`src/rtl/conv_pkg.sv`:
```
// Shared types and constants for the conv engine layer-memory path.
package conv_pkg;

  localparam int unsigned CONV_AW = 12;
  localparam int unsigned CONV_DW = 20;
  localparam int unsigned CSEL_W  = 3;

  typedef enum logic [CSEL_W-1:0] {
    CSEL_NONE  = 3'd0,
    CSEL_L0_K0 = 3'd1,
    CSEL_L0_K1 = 3'd2,
    CSEL_L1_K0 = 3'd3,
    CSEL_L1_K1 = 3'd4,
    CSEL_L2    = 3'd5
  } csel_e;

  typedef enum logic {
    ARB_IDLE = 1'b0,
    ARB_OWN  = 1'b1
  } arb_state_e;

  // Index width for n requesters, never narrower than one bit.
  function automatic int unsigned idx_w(input int unsigned n);
    return (n > 1) ? $clog2(n) : 1;
  endfunction

endpackage

```
`src/rtl/conv_mem_arbiter_if.sv`:
```
// Requester side and layer-memory side signals of the conv memory arbiter.
interface conv_mem_arbiter_if
  import conv_pkg::*;
#(
  parameter int unsigned NREQ = 3,
  parameter int unsigned AW   = CONV_AW,
  parameter int unsigned DW   = CONV_DW
);

  logic [NREQ-1:0]        req_valid;
  logic [NREQ-1:0]        req_we;
  logic [NREQ-1:0]        req_last;
  logic [CSEL_W*NREQ-1:0] req_sel;
  logic [AW*NREQ-1:0]     req_addr;
  logic [DW*NREQ-1:0]     req_wdata;
  logic [NREQ-1:0]        gnt;
  logic [NREQ-1:0]        rd_valid;
  logic [DW-1:0]          rd_data;
  logic                   busy;

  logic                   cwr;
  logic                   crd;
  logic [AW-1:0]          caddr_wr;
  logic [AW-1:0]          caddr_rd;
  logic [DW-1:0]          cdata_wr;
  logic [DW-1:0]          cdata_rd;
  logic [CSEL_W-1:0]      csel;

  modport master (
    output req_valid, req_we, req_last, req_sel, req_addr, req_wdata, cdata_rd,
    input  gnt, rd_valid, rd_data, busy, cwr, crd, caddr_wr, caddr_rd, cdata_wr, csel
  );

  modport slave (
    input  req_valid, req_we, req_last, req_sel, req_addr, req_wdata, cdata_rd,
    output gnt, rd_valid, rd_data, busy, cwr, crd, caddr_wr, caddr_rd, cdata_wr, csel
  );

endinterface

```
`src/rtl/rr_picker.sv`:
```
// Combinational round-robin pick: first valid requester at or after ptr, wrapping.
module rr_picker #(
  parameter int unsigned NREQ = 3,
  parameter int unsigned PW   = 2
) (
  input  logic [NREQ-1:0] valid,
  input  logic [PW-1:0]   ptr,
  output logic [NREQ-1:0] pick,
  output logic [PW-1:0]   idx,
  output logic            any_valid
);

  always_comb begin
    logic [PW-1:0] j;
    j         = '0;
    pick      = '0;
    idx       = '0;
    any_valid = 1'b0;
    for (int unsigned off = 0; off < NREQ; off++) begin
      j = PW'((32'(ptr) + off) % NREQ);
      if (!any_valid && valid[j]) begin
        any_valid = 1'b1;
        pick[j]   = 1'b1;
        idx       = j;
      end
    end
  end

endmodule

```
`src/rtl/conv_mem_arbiter.sv`:
```
// Round-robin, burst-locking arbiter for the conv engine's single layer-memory port.
// Optional ARB_STATS_EN adds per-requester saturating wait counters on stat_wait.
module conv_mem_arbiter
  import conv_pkg::*;
#(
  parameter int unsigned NREQ      = 3,
  parameter int unsigned AW        = CONV_AW,
  parameter int unsigned DW        = CONV_DW,
  parameter int unsigned MAX_BURST = 4
) (
  input  logic              clk,
  input  logic              reset,
  conv_mem_arbiter_if.slave bus
`ifdef ARB_STATS_EN
  ,
  output logic [16*NREQ-1:0] stat_wait
`endif
);

  localparam int unsigned PW = idx_w(NREQ);
  localparam int unsigned BW = 4;
  localparam int unsigned SW = CSEL_W;

  arb_state_e      state_q, state_d;
  logic [PW-1:0]   owner_q, owner_d, rr_ptr_q, rr_ptr_d, pick_idx;
  logic [NREQ-1:0] owner_oh_q, owner_oh_d, pick, gnt_c;
  logic [BW-1:0]   beat_cnt_q, beat_cnt_d;
  logic            any_valid, owner_valid, accept, acc_we, acc_last;
  logic [SW-1:0]   acc_sel;
  logic [AW-1:0]   acc_addr;
  logic [DW-1:0]   acc_wdata;

  logic            cwr_q, crd_q;
  logic [SW-1:0]   csel_q;
  logic [AW-1:0]   caddr_wr_q, caddr_rd_q;
  logic [DW-1:0]   cdata_wr_q, rd_data_q;
  logic [NREQ-1:0] cmd_owner_q, rd_valid_q;

  rr_picker #(.NREQ(NREQ), .PW(PW)) u_picker (
    .valid     (bus.req_valid),
    .ptr       (rr_ptr_q),
    .pick      (pick),
    .idx       (pick_idx),
    .any_valid (any_valid)
  );

  // Current owner's beat fields.
  always_comb begin
    owner_valid = 1'b0;
    acc_we      = 1'b0;
    acc_last    = 1'b0;
    acc_sel     = '0;
    acc_addr    = '0;
    acc_wdata   = '0;
    for (int unsigned i = 0; i < NREQ; i++) begin
      if (owner_q == PW'(i)) begin
        owner_valid = bus.req_valid[i];
        acc_we      = bus.req_we[i];
        acc_last    = bus.req_last[i];
        acc_sel     = bus.req_sel[i*SW +: SW];
        acc_addr    = bus.req_addr[i*AW +: AW];
        acc_wdata   = bus.req_wdata[i*DW +: DW];
      end
    end
  end

  assign accept = (state_q == ARB_OWN) && owner_valid;
  assign gnt_c  = accept ? owner_oh_q : '0;

  always_ff @(posedge clk or negedge reset) begin
    if (!reset) begin
      state_q    <= ARB_IDLE;
      owner_q    <= '0;
      owner_oh_q <= '0;
      rr_ptr_q   <= '0;
      beat_cnt_q <= '0;
    end else begin
      state_q    <= state_d;
      owner_q    <= owner_d;
      owner_oh_q <= owner_oh_d;
      rr_ptr_q   <= rr_ptr_d;
      beat_cnt_q <= beat_cnt_d;
    end
  end

  // IDLE spends one cycle arbitrating; OWN holds the lock until last beat or burst cap.
  always_comb begin
    state_d    = state_q;
    owner_d    = owner_q;
    owner_oh_d = owner_oh_q;
    rr_ptr_d   = rr_ptr_q;
    beat_cnt_d = beat_cnt_q;
    case (state_q)
      ARB_IDLE: begin
        if (any_valid) begin
          state_d    = ARB_OWN;
          owner_d    = pick_idx;
          owner_oh_d = pick;
          beat_cnt_d = '0;
        end
      end
      ARB_OWN: begin
        if (accept) begin
          if (acc_last || (beat_cnt_q == BW'(MAX_BURST - 1))) begin
            state_d    = ARB_IDLE;
            rr_ptr_d   = (owner_q == PW'(NREQ - 1)) ? '0 : owner_q + PW'(1);
            beat_cnt_d = '0;
          end else begin
            beat_cnt_d = beat_cnt_q + BW'(1);
          end
        end
      end
      default: state_d = ARB_IDLE;
    endcase
  end

  // Memory command one cycle after accept; read return carries the owner tag of its beat.
  always_ff @(posedge clk or negedge reset) begin
    if (!reset) begin
      cwr_q       <= 1'b0;
      crd_q       <= 1'b0;
      csel_q      <= CSEL_NONE;
      caddr_wr_q  <= '0;
      caddr_rd_q  <= '0;
      cdata_wr_q  <= '0;
      cmd_owner_q <= '0;
      rd_valid_q  <= '0;
      rd_data_q   <= '0;
    end else begin
      cwr_q       <= accept && acc_we;
      crd_q       <= accept && !acc_we;
      csel_q      <= accept ? acc_sel : CSEL_NONE;
      caddr_wr_q  <= (accept && acc_we)  ? acc_addr  : '0;
      caddr_rd_q  <= (accept && !acc_we) ? acc_addr  : '0;
      cdata_wr_q  <= (accept && acc_we)  ? acc_wdata : '0;
      cmd_owner_q <= accept ? owner_oh_q : '0;
      rd_valid_q  <= crd_q ? cmd_owner_q  : '0;
      rd_data_q   <= crd_q ? bus.cdata_rd : '0;
    end
  end

  assign bus.gnt      = gnt_c;
  assign bus.rd_valid = rd_valid_q;
  assign bus.rd_data  = rd_data_q;
  assign bus.busy     = (state_q == ARB_OWN) || cwr_q || crd_q;
  assign bus.cwr      = cwr_q;
  assign bus.crd      = crd_q;
  assign bus.csel     = csel_q;
  assign bus.caddr_wr = caddr_wr_q;
  assign bus.caddr_rd = caddr_rd_q;
  assign bus.cdata_wr = cdata_wr_q;

`ifdef ARB_STATS_EN
  logic [15:0] wait_q [NREQ];

  // Cycles each requester spends valid but ungranted, saturating.
  always_ff @(posedge clk or negedge reset) begin
    if (!reset) begin
      for (int unsigned i = 0; i < NREQ; i++) wait_q[i] <= '0;
    end else begin
      for (int unsigned i = 0; i < NREQ; i++) begin
        if (bus.req_valid[i] && !gnt_c[i] && (wait_q[i] != 16'hFFFF))
          wait_q[i] <= wait_q[i] + 16'd1;
      end
    end
  end

  always_comb begin
    stat_wait = '0;
    for (int unsigned i = 0; i < NREQ; i++) stat_wait[i*16 +: 16] = wait_q[i];
  end
`endif

endmodule

```
`src/flat_wrapper.sv`:
```
// flat-port wrapper written by rule: the top's interface ports become plain ports
module conv_mem_arbiter_flat import conv_pkg::*;
#(
  parameter int unsigned NREQ      = 3,
  parameter int unsigned AW        = CONV_AW,
  parameter int unsigned DW        = CONV_DW,
  parameter int unsigned MAX_BURST = 4
)
  (clk, reset, bus_req_valid, bus_req_we, bus_req_last, bus_req_sel, bus_req_addr, bus_req_wdata, bus_cdata_rd, bus_gnt, bus_rd_valid, bus_rd_data, bus_busy, bus_cwr, bus_crd, bus_caddr_wr, bus_caddr_rd, bus_cdata_wr, bus_csel);
  conv_mem_arbiter_if #(.NREQ(NREQ), .AW(AW), .DW(DW)) bus_i ();
  input  logic clk;
  input  logic reset;
  input wire logic [$bits(bus_i.req_valid)-1:0] bus_req_valid;
  input wire logic [$bits(bus_i.req_we)-1:0] bus_req_we;
  input wire logic [$bits(bus_i.req_last)-1:0] bus_req_last;
  input wire logic [$bits(bus_i.req_sel)-1:0] bus_req_sel;
  input wire logic [$bits(bus_i.req_addr)-1:0] bus_req_addr;
  input wire logic [$bits(bus_i.req_wdata)-1:0] bus_req_wdata;
  input wire logic [$bits(bus_i.cdata_rd)-1:0] bus_cdata_rd;
  output wire logic [$bits(bus_i.gnt)-1:0] bus_gnt;
  output wire logic [$bits(bus_i.rd_valid)-1:0] bus_rd_valid;
  output wire logic [$bits(bus_i.rd_data)-1:0] bus_rd_data;
  output wire logic [$bits(bus_i.busy)-1:0] bus_busy;
  output wire logic [$bits(bus_i.cwr)-1:0] bus_cwr;
  output wire logic [$bits(bus_i.crd)-1:0] bus_crd;
  output wire logic [$bits(bus_i.caddr_wr)-1:0] bus_caddr_wr;
  output wire logic [$bits(bus_i.caddr_rd)-1:0] bus_caddr_rd;
  output wire logic [$bits(bus_i.cdata_wr)-1:0] bus_cdata_wr;
  output wire logic [$bits(bus_i.csel)-1:0] bus_csel;
  assign bus_i.req_valid = bus_req_valid;
  assign bus_i.req_we = bus_req_we;
  assign bus_i.req_last = bus_req_last;
  assign bus_i.req_sel = bus_req_sel;
  assign bus_i.req_addr = bus_req_addr;
  assign bus_i.req_wdata = bus_req_wdata;
  assign bus_i.cdata_rd = bus_cdata_rd;
  assign bus_gnt = bus_i.gnt;
  assign bus_rd_valid = bus_i.rd_valid;
  assign bus_rd_data = bus_i.rd_data;
  assign bus_busy = bus_i.busy;
  assign bus_cwr = bus_i.cwr;
  assign bus_crd = bus_i.crd;
  assign bus_caddr_wr = bus_i.caddr_wr;
  assign bus_caddr_rd = bus_i.caddr_rd;
  assign bus_cdata_wr = bus_i.cdata_wr;
  assign bus_csel = bus_i.csel;
  conv_mem_arbiter #(.NREQ(NREQ), .AW(AW), .DW(DW), .MAX_BURST(MAX_BURST)) u_core (.clk(clk), .reset(reset), .bus(bus_i));
endmodule
```
`config.mk`:
```
export PLATFORM = sky130hd
export DESIGN_NAME = conv_mem_arbiter_flat
export DESIGN_NICKNAME = d
export VERILOG_FILES = /design/src/rtl/conv_pkg.sv /design/src/rtl/conv_mem_arbiter_if.sv /design/src/rtl/rr_picker.sv /design/src/rtl/conv_mem_arbiter.sv /design/src/flat_wrapper.sv
export SDC_FILE = /design/constraint.sdc
export NUM_CORES = 1
export LEC_CHECK = 0
export BUFFER_PORTS_ARGS = -buffer_cell sky130_fd_sc_hd__buf_2
export CORE_MARGIN = 10
export CORE_UTILIZATION = 40
export DETAILED_ROUTE_END_ITERATION = 6
export GPL_ROUTABILITY_DRIVEN = 1
export GPL_TIMING_DRIVEN = 0
export PLACE_DENSITY = 0.8
export SETUP_SLACK_MARGIN = 0.3
export SKIP_CTS_REPAIR_TIMING = 1
export SLEW_MARGIN = 20
export SYNTH_ARGS = -nofsm -noshare
export SYNTH_HDL_FRONTEND = slang
export SYNTH_SLANG_ARGS = --single-unit
```
`constraint.sdc`:
```
create_clock -name clk -period 3.35 [get_ports clk]
set_input_delay 0.335 -clock clk [delete_from_list [all_inputs] [get_ports clk]]
set_output_delay 0.335 -clock clk [all_outputs]
set_load 0.03 [all_outputs]
```
; After elaboration in Yosys (flattened, before gate mapping)
; Cells that the tools add are included.
[word_totals]
regBits = 87
in_bits = 136
output_inout_bits = 76
[classes]
n_addsub = 4
n_div = 3
n_lt_le_gt_ge = 6
n_eq_ne = 5
mux = 55
n_bitwise = 3
reduce_logical = 18
[ops]
columns = cell, n
row1 = $mux W20, 5
row2 = $mod A32 B2 Y32 const B, 2
row3 = $mux W12, 5
row4 = $mod A2 B2 Y32 const B, 1
row5 = $mux W3, 9
row6 = $mux W1, 21
row7 = $mux W4, 3
row8 = $lt A2 B3 Y1 const B, 3
row9 = $logic_and A1 B1 Y1, 8
row10 = $mux W2, 4
row11 = $pmux W4 S2, 1
row12 = $bmux W1 S2, 3
row13 = $demux W1 S2, 3
row14 = $ge A2 B1 Y1 const B, 3
row15 = $or A3 B3 Y3, 2
row16 = $add A4 B1 Y4 const B, 1
row17 = $eq A4 B2 Y1 const B, 1
row18 = $reduce_and A2 Y1, 2
row19 = $add A2 B1 Y3 const B, 1
row20 = $add A2 B2 Y3 const B, 1
row21 = $logic_not A1 Y1, 3
row22 = $logic_or A1 B1 Y1, 3
row23 = $reduce_and A3 Y1, 1
row24 = $add A2 B1 Y2 const B, 1
row25 = other kinds (7), 7

; Longest topological paths before layout
; Gate-level depths: netlist of run 1.
[depth]
word_depth = 12
ltp_mapped = 8
mapped_depth_nobuf = 7

; Cells and area by module
; Synthesis of run 1 repeated with hierarchy kept, for this count alone.
[hier_totals]
hier_cells = 394
hier_area_um2 = 3951.3
[modules_own_cells]
columns = module, instances, cells_per_inst, area_each_um2
row1 = conv_mem_arbiter, 1, 341, 3603.5
row2 = rr_picker, 1, 53, 347.8

; Worst setup path before layout of run 1
; Ideal clock, no wire load.
[synth_path]
path_type = register to register
startpoint = register u_core.rr_ptr_q[1]
endpoint = register u_core.beat_cnt_q[2]
setup_ns = 0.126
arrival_time_ns = 1.724
t_required_ns = 3.224
setup_slack_ns = 1.500
path_stages_with_launch = 9
path_buffers = 1
period_less_slack_ns = 1.850
path_cell_list = dfrtp_1 -> inv_1 -> ha_1 -> buf_4 -> mux2i_1 -> o21a_2 -> a31oi_1 -> nor2_1 -> a221o_1
[synth_between]
elab_chain_len = 12
word_cells_on_any_way = 20
cone_classes = add/sub (2) / div (3) / eq/ne (1) / mux (9) / reduce/logical (5)
[synth_lines]
columns = element, line
row1 = start: declaration, conv_mem_arbiter.sv:25  ; logic [PW-1:0] owner_q, owner_d, rr_ptr_q, rr_ptr_d, pick_idx;
row2 = start signal: assignment, conv_mem_arbiter.sv:81  ; rr_ptr_q <= rr_ptr_d;
row3 = branches (longest 9 deep; another with $mod A32 B2 Y32), -
row4 = $mux W1 *, rr_picker.sv:21  ; if (!any_valid && valid[j]) begin
row5 = $ne A2 B1 Y1 (no line) *, -
row6 = $reduce_and A2 Y1 (no line) *, -
row7 = end signal: assignment, conv_mem_arbiter.sv:82  ; beat_cnt_q <= beat_cnt_d;
row8 = end: declaration, conv_mem_arbiter.sv:27  ; logic [BW-1:0] beat_cnt_q, beat_cnt_d;
; Every way passes the cells marked *. The select of a mux whose other input is x is not followed.
; A chain may end at the register's enable or synchronous reset.

; Worst setup path after layout of run 1
[layout_path]
startpoint = register u_core.owner_q[1]
endpoint = output bus_gnt[0]
[layout_between]
elab_chain_len = 6
word_cells_on_any_way = 8
cone_classes = eq/ne (2) / mux (4) / reduce/logical (2)
[layout_lines]
columns = element, line
row1 = start: declaration, conv_mem_arbiter.sv:25
row2 = start signal: assignment, conv_mem_arbiter.sv:79  ; owner_q <= owner_d;
row3 = $logic_not A2 Y1, conv_mem_arbiter.sv:56  ; if (owner_q == PW'(i)) begin
row4 = $mux W1 (2 in series), conv_mem_arbiter.sv:56
row5 = $mux W1 *, conv_mem_arbiter.sv:56
row6 = $logic_and A1 B1 Y1 *, conv_mem_arbiter.sv:67  ; assign accept = (state_q == ARB_OWN) && owner_valid;
row7 = $mux W3 *, conv_mem_arbiter.sv:68  ; assign gnt_c = accept ? owner_oh_q : '0;
row8 = end: declaration, flat_wrapper.sv:20  ; output wire logic [$bits(bus_i.gnt)-1:0] bus_gnt;
; Mark *: on every way between the ends. The rest lies on a longest branch, timed or not.

==> out/metrics.cfg, run 1 <==
[outcome]
status = complete, no violations

[yosys]
syn-num-nets = 514
synth_area_per_cell_um2 = 10.6
yosysWarningCount = 0
synth_edf_count = 0
syn_inst = 373
synth_cell_types = 45
synthFlopType = dfrtp_1
ys_seq_elements = 87
synthArstFlopShare = 1.00
synthesis.area_um2 = 3960
seq_area_frac_synth = 0.550

[sta]
skew_ps = 12.7
min_period_over_period = 0.770
clock.fmax_mhz = 388
timing.hold.ws_ps = 176
rsz0062_at_grt = false
drv_slew = 0
max_slew_margin = 0.639
finalSetupTns_ps = 0
tightest_slew_ps = 539
finalSetupViolCount = 0
fin_crit_ps = 2580
finalHoldViolCount = 0

[routing]
num_vias = 3595
route.detailed.drc = 0
antenna_left = 0
top_layer = met4
dr_wl_met2_mm = 6.19
wl_met3_mm = 1.46
wl_per_cell_um = 17.9
avgViaCountPerCell = 4.89
drtIter0Drc = 166
dr.pass1.iters = 4
wl_met1_mm = 5.20
routed_wirelength_mm = 13.2

[clocking]
htree_levels = 3
clk_pin_slew_ps = 90
cts.sinks = 87
cts_tree = built
numCtsBuffers = 9
root_buffer = clkbuf_8
clk_latency_ps = 370
ctsLongestPathBuffers = 2

[grt]
grtUsageTotal = 0.178
grt_max_degree = 53
grt_pass1_wl_mm = 20.3
grt_pass1_vias = 3917
antenna_found_initial = 0
overflow = 0

[placement]
portBuffers = 211
dp.cells = 718
post-dp-hpwl_mm = 10.5
place.gp.congestion = 0.885

[floorplan]
dieArea_um2 = 14300
fp.dieW_um = 119
die_y_um = 119
design.core.area_um2 = 9680
row_count = 36
initial_utilization = 0.409
io_pins = 212

[pwr]
ir_drop_v = 0.000299
power_leakage_nw = 3.08
power_density_nw_per_um2 = 883
p_total_mw = 4.80

[critical_path]
r2r_cells = 8
start_kind = flip-flop
crit_type = flip-flop to output port
slowest_delay_ps = 370
worstPathCellList = buf_2 -> o21ai_1 -> o211a_1 -> clkbuf_1 -> and2_1 -> buf_2
cp_data_arrival_time_ps = 2240
cpMostUsedCell = buf_2
cp_max_fo = 10
cpMaxStageDelayCell = dfrtp_1
cp.required_ps = 3010
cp-end-kind = output port

[final_layout]
layout-drive-gt1-share = 0.419
num-fill-cells = 823
area_delta_synth_final_pct = 37.5
fin_cells = 735
fin_nets = 738
num_antenna_cells = 0

[job]
max_cap_viol_count = 0

[worst_hold_path]
hold_path_depth = 2
min_path_type = input pin to flip-flop

==> worst paths after layout <==
| check | from | to | slack (ps) |
|---|---|---|---|
| setup reg to reg | u_core.rr_ptr_q[0] | u_core.beat_cnt_q[2] | 1290 |
| hold / removal | bus_cdata_rd[5] | u_core.bus.rd_data[5] | 180 |
| setup / recovery | u_core.owner_q[1] | bus_gnt[0] | 770 |
| hold reg to reg | u_core.cmd_owner_q[0] | u_core.bus.rd_valid[0] | 470 |
| max in group asynchronous | reset | u_core.beat_cnt_q[2] | 2230 |
| min in group asynchronous | reset | u_core.bus.rd_data[7] | 490 |
==> per-layer routing <==
metal / vias to the layer above / track usage
met1: 1670 / 0.194
li1: 1706 / -
met3: 24 / 0.0817
met5: - / 0
met2: 195 / 0.296
met4: 0 / 0.0732
==> worst max-delay path: cells and delay by family, from the launching register on <==
family	cells	cell delay (ps)
and+or+nand+nor	1	210
DFF	1	370
buffers and inverters	3	740
AOI/OAI and AO/OA	2	560
==> area by class of cell <==
type                            count  area (um^2)  area share
Timing Repair Buffer              213         1100       0.201
Clock inverter                      6         92.6      0.0170
Sequential cell                    87         2180       0.400
Clock buffer                       10          128      0.0235
Buffer                             24          113      0.0207
Tap cell                          133          166      0.0306
Inverter                           10         37.5     0.00690
Multi-Input combinational cell    252         1630       0.300
==> kinds of logic after synthesis <==
logic type,share of synthesized area
adders and majority gates,0.0158
buffers and inverters,0.0379
DFF,0.550
muxes,0.113
AOI/OAI and AO/OA,0.117
and+or+nand+nor,0.166
==> placed cells by master, fill, tap and decap left out, types with 3 or more instances in the layout <==
master    synthesis  final
mux2i_1          40     40
dfrtp_1          87     87
inv_1            10     10
clkbuf_8          0      9
o21ai_0          15     15
buf_4             2      3
nand3b_1          4      4
nor2b_1          13     13
nor2_1           55     55
a21oi_1          28     28
and3_1           11     11
a21o_1            3      3
and2_1           25     25
ha_1              5      5
mux2_2            3      3
nand2_1          18     18
buf_2            12    222
clkbuf_1          9     10
==> synthesized netlist by cell type, types with 2 or more instances <==
cell type	count	area share
nand3_1	2	0.0025
inv_1	10	0.0095
mux2_2	3	0.0085
a31o_2	2	0.0044
and2_1	25	0.040
nor3_1	2	0.0025
nand2_1	18	0.017
ha_1	5	0.016
nand3b_1	4	0.0076
buf_4	2	0.0038
and3_1	11	0.017
nor2_1	55	0.052
o21ai_0	15	0.019
clkbuf_1	9	0.0085
dfrtp_1	87	0.55
nor2b_1	13	0.021
a21oi_1	28	0.035
o211a_1	2	0.0051
a21o_1	3	0.0057
o22a_1	2	0.0044
buf_2	12	0.015
mux2i_1	40	0.10
==> registers in the layout, summed over array words and instances (netlist names), 2 cells and up <==
signal	cells
u_core.beat_cnt_q	4
u_core.bus.caddr_rd	12
u_core.bus.caddr_wr	12
u_core.bus.cdata_wr	20
u_core.bus.csel	3
u_core.bus.rd_data	20
u_core.bus.rd_valid	3
u_core.cmd_owner_q	3
u_core.owner_oh_q	3
u_core.owner_q	2
u_core.rr_ptr_q	2
==> where the power goes <==
part | internal (mW) | leakage (nW) | switching (mW) | total (mW)
combinational | 0.876 | 1.81 | 1.66 | 2.54
clock | 0.426 | 0.104 | 0.400 | 0.826
sequential | 1.34 | 1.17 | 0.104 | 1.44
==> per-stage QoR <==
stage	utilization	worst slack (ps)	instance area, um^2
final	0.562	772	5440
after global routing	0.562	629	5440
after CTS	0.561	757	5430
after detailed placement	0.538	1190	5210
after global placement	0.535	1200	5180
after floorplan	-	1500	3960
Power figures use the tool's default switching activity.
==> run 2: changes to the inputs <==
--- a/config.mk
+++ b/config.mk
@@ -5,6 +5,7 @@
 export SDC_FILE = /design/constraint.sdc
 export NUM_CORES = 1
 export LEC_CHECK = 0
+export ABC_AREA = 1
 export BUFFER_PORTS_ARGS = -buffer_cell sky130_fd_sc_hd__buf_2
 export CORE_MARGIN = 10
 export CORE_UTILIZATION = 40
==> constraint.sdc (replaced) <==
create_clock -name clk -period 2.4 [get_ports clk]
set_input_delay 0.24 -clock clk [delete_from_list [all_inputs] [get_ports clk]]
set_output_delay 0.24 -clock clk [all_outputs]
set_load 0.03 [all_outputs]
==> run 2 against run 1 <==
Net effect:
- final cell count up 7.5%
- critical path depth rose by 3
- core utilization up 1.6 points
- first-iteration DRC count shrank 11%
==> out/metrics.cfg, run 2 <==
[routing]
wl_per_cell_um = 16.3  ; was 17.9 um
route.detailed.drc = 0  ; unchanged
antenna_left = 0  ; unchanged
dr.pass1.iters = 4  ; unchanged
avgViaCountPerCell = 4.71  ; was 4.89
routed_wirelength_mm = 12.9  ; was 13.2 mm
num_vias = 3719  ; was 3595
drtIter0Drc = 147  ; was 166

[yosys]
synthTopCellsByArea = dfrtp_1 (57%), nand2_1 (15%), inv_1 (4.7%)  ; was dfrtp_1 (55%), mux2i_1 (10%), nor2_1 (5.2%)
synth_xor_area_frac = 0.00461  ; was 0
synthArstFlopShare = 1.00  ; unchanged
ys_seq_elements = 87  ; unchanged
syn-num-nets = 568  ; was 514
seq_area_frac_synth = 0.573  ; was 0.550
synthFlopType = dfrtp_1  ; unchanged
synth_top_area_cell = dfrtp_1  ; unchanged
synthMuxAreaShare = 0  ; was 0.113
yosysWarningCount = 0  ; unchanged
synth_top_area_frac = 0.573  ; was 0.550
synthAdderAreaFrac = 0.0165  ; was 0.0158
synthSimpleGateAreaFrac = 0.215  ; was 0.166
ys_top_cells_by_count = nand2_1 (147), dfrtp_1 (87), inv_1 (48)  ; was dfrtp_1 (87), nor2_1 (55), mux2i_1 (40)
synth_area_per_cell_um2 = 8.90  ; was 10.6 um^2
synthesis.area_um2 = 3800  ; was 3960 um^2
synth_top_family_by_area = simple AND/OR/NAND/NOR gates  ; unchanged
synth-compound-area-share = 0.112  ; was 0.117
synth_edf_count = 0  ; unchanged
synth_cell_types = 25  ; was 45
syn_inst = 427  ; was 373
synth_most_common_cell = nand2_1  ; was dfrtp_1

[final_layout]
fin_util = 0.578  ; was 0.562
design_area_um2 = 5340  ; was 5440 um^2
fin_nets = 797  ; was 738
fin_cells = 790  ; was 735
area_delta_synth_final_pct = 40.6  ; was 37.5%
layout_commonest_cell = buf_2  ; unchanged
layout-drive-gt1-share = 0.405  ; was 0.419
num_antenna_cells = 0  ; unchanged
final_cell_mix = buf_2 (211), nand2_1 (145), dfrtp_1 (86)  ; was buf_2 (222), dfrtp_1 (87), nor2_1 (55)

[grt]
grtUsageTotal = 0.181  ; was 0.178
antenna_found_initial = 0  ; unchanged
grt_pass1_vias = 4050  ; was 3917
grt_max_degree = 46  ; was 53
overflow = 0  ; unchanged
grt_pass1_wl_mm = 20.4  ; was 20.3 mm

[worst_hold_path]
min_path_type = input pin to flip-flop  ; unchanged

[placement]
place_ws_ps = 481  ; was 1190 ps
post-dp-hpwl_mm = 10.5  ; about the same
portBuffers = 211  ; unchanged
place.gp.congestion = 0.908  ; was 0.885
dpl-instance-area_um2 = 5040  ; was 5210 um^2
dp.cells = 768  ; was 718

[sta]
clock.fmax_mhz = 499
fin_crit_ps = 2000
skew_ps = 8.67  ; was 12.7 ps
setup_ws_ps = 398  ; was 772 ps
finalHoldViolCount = 0  ; unchanged
min_period_over_period = 0.834
finalSetupTns_ps = 0  ; unchanged
max_slew_margin = 0.632  ; was 0.639
rsz0062_at_grt = true  ; was false
drv_slew = 0  ; unchanged
finalSetupViolCount = 0  ; unchanged
tightest_slew_ps = 551  ; was 539 ps

[critical_path]
rrSetupSlack_ps = 490  ; was 1290 ps
cp_max_fo = 10  ; unchanged
start_kind = flip-flop  ; unchanged
cp_data_arrival_time_ps = 1760  ; was 2240 ps
critPathLaunch = u_core.owner_q[1]  ; unchanged
rr_endpoint = u_core.bus.cdata_wr[11]  ; was u_core.beat_cnt_q[2]
cp.required_ps = 2160  ; was 3010 ps
worstReg2RegStart = u_core.owner_q[1]  ; was u_core.rr_ptr_q[0]
r2r_cells = 7  ; was 8
crit_type = flip-flop to output port  ; unchanged
cp-endpoint = bus_gnt[2]  ; was bus_gnt[0]
cp-end-kind = output port  ; unchanged

[floorplan]
dieArea_um2 = 13800  ; was 14300 um^2
die_y_um = 117  ; was 119 um
design.core.area_um2 = 9240  ; was 9680 um^2
row_count = 35  ; was 36
io_pins = 212  ; unchanged
fp.dieW_um = 117  ; was 119 um
initial_utilization = 0.411  ; was 0.409

[clocking]
clk_latency_ps = 350  ; was 370 ps
clk_pin_slew_ps = 100  ; was 90 ps
root_buffer = clkbuf_8  ; unchanged
cts.sinks = 87  ; unchanged
cts_tree = built  ; unchanged
numCtsBuffers = 9  ; unchanged
ctsLongestPathBuffers = 2  ; unchanged
htree_levels = 3  ; unchanged

[pwr]
power_leakage_nw = 3.20  ; was 3.08 nW
ir_drop_v = 0.000479  ; was 0.000299 V
power_density_nw_per_um2 = 1210  ; was 883 nW/um^2

[outcome]
status = complete, no violations  ; unchanged

[job]
max_cap_viol_count = 0  ; unchanged

run 2: cell count changes in the layout (fill, tap and decap cells not counted), sizes merged, moves of 13 or more:
cell	change
mux2i	-40
inv	+43
nor2	-17
nand3	+17
a21oi	-16
nor2b	-13
and2	-25
nand2	+130
a31oi	+22
run 2: metrics by stage:
stage          hold slack, ps  power, mW
2_1_floorplan           -55.6       4.22
3_3_place_gp              414       5.16
3_5_place_dp              267       5.26
4_1_cts                  -125       6.43
5_1_grt                  61.0       6.95
6_report                 73.1       6.48
run 2: power breakdown:
group	switching, mW	total [mW]	internal [mW]
clock network	0.565	1.17	0.601
registers	0.160	2.02	1.86
logic	2.28	3.29	1.01
run 2: worst min path at each step:
stage,start,end,slack [ps],depth (start not counted)
finish,bus_cdata_rd[8],u_core.bus.rd_data[8],70,3
global route,bus_cdata_rd[8],u_core.bus.rd_data[8],60,3
CTS,reset,u_core.bus.rd_data[2],-120,1
detailed placement,reset,u_core.bus.rd_data[2],270,1
global placement,u_core.cmd_owner_q[0],u_core.bus.rd_valid[0],410,2
floorplan,reset,u_core.beat_cnt_q[0],-60,0
run 2: worst max-delay path: stages, from the launching register on:
cell	delay [ps]
dfrtp_1	420
inv_2	120
nor2_4	60
nand2_1	50
nand2_1	80
nor2_4	130
inv_2	50
buf_4	180
nor2_1	140
buf_4	190
run 2: kinds of logic after synthesis:
| group | Yosys count |
|---|---|
| flops | 87 |
| fa+ha+maj | 5 |
| buf+inv | 69 |
| compound gates | 59 |
| simple gates | 205 |
| xor+xnor | 2 |
run 2: area by class of cell:
type                            count  area, um^2
Fill cell                         831        3900
Sequential cell                    87        2180
Multi-Input combinational cell    271        1340
Timing Repair Buffer              218        1130
Inverter                           52         195
Tap cell                          129         161
Clock buffer                        9         124
Buffer                             17         106
Clock inverter                      7         104
run 2: layer usage:
metal	GRT usage	wire length [um]	vias up
met5	0	0	-
met4	0.0680	329	0
met3	0.0763	1430	27
met2	0.313	6330	214
met1	0.191	4770	1682
li1	-	-	1796
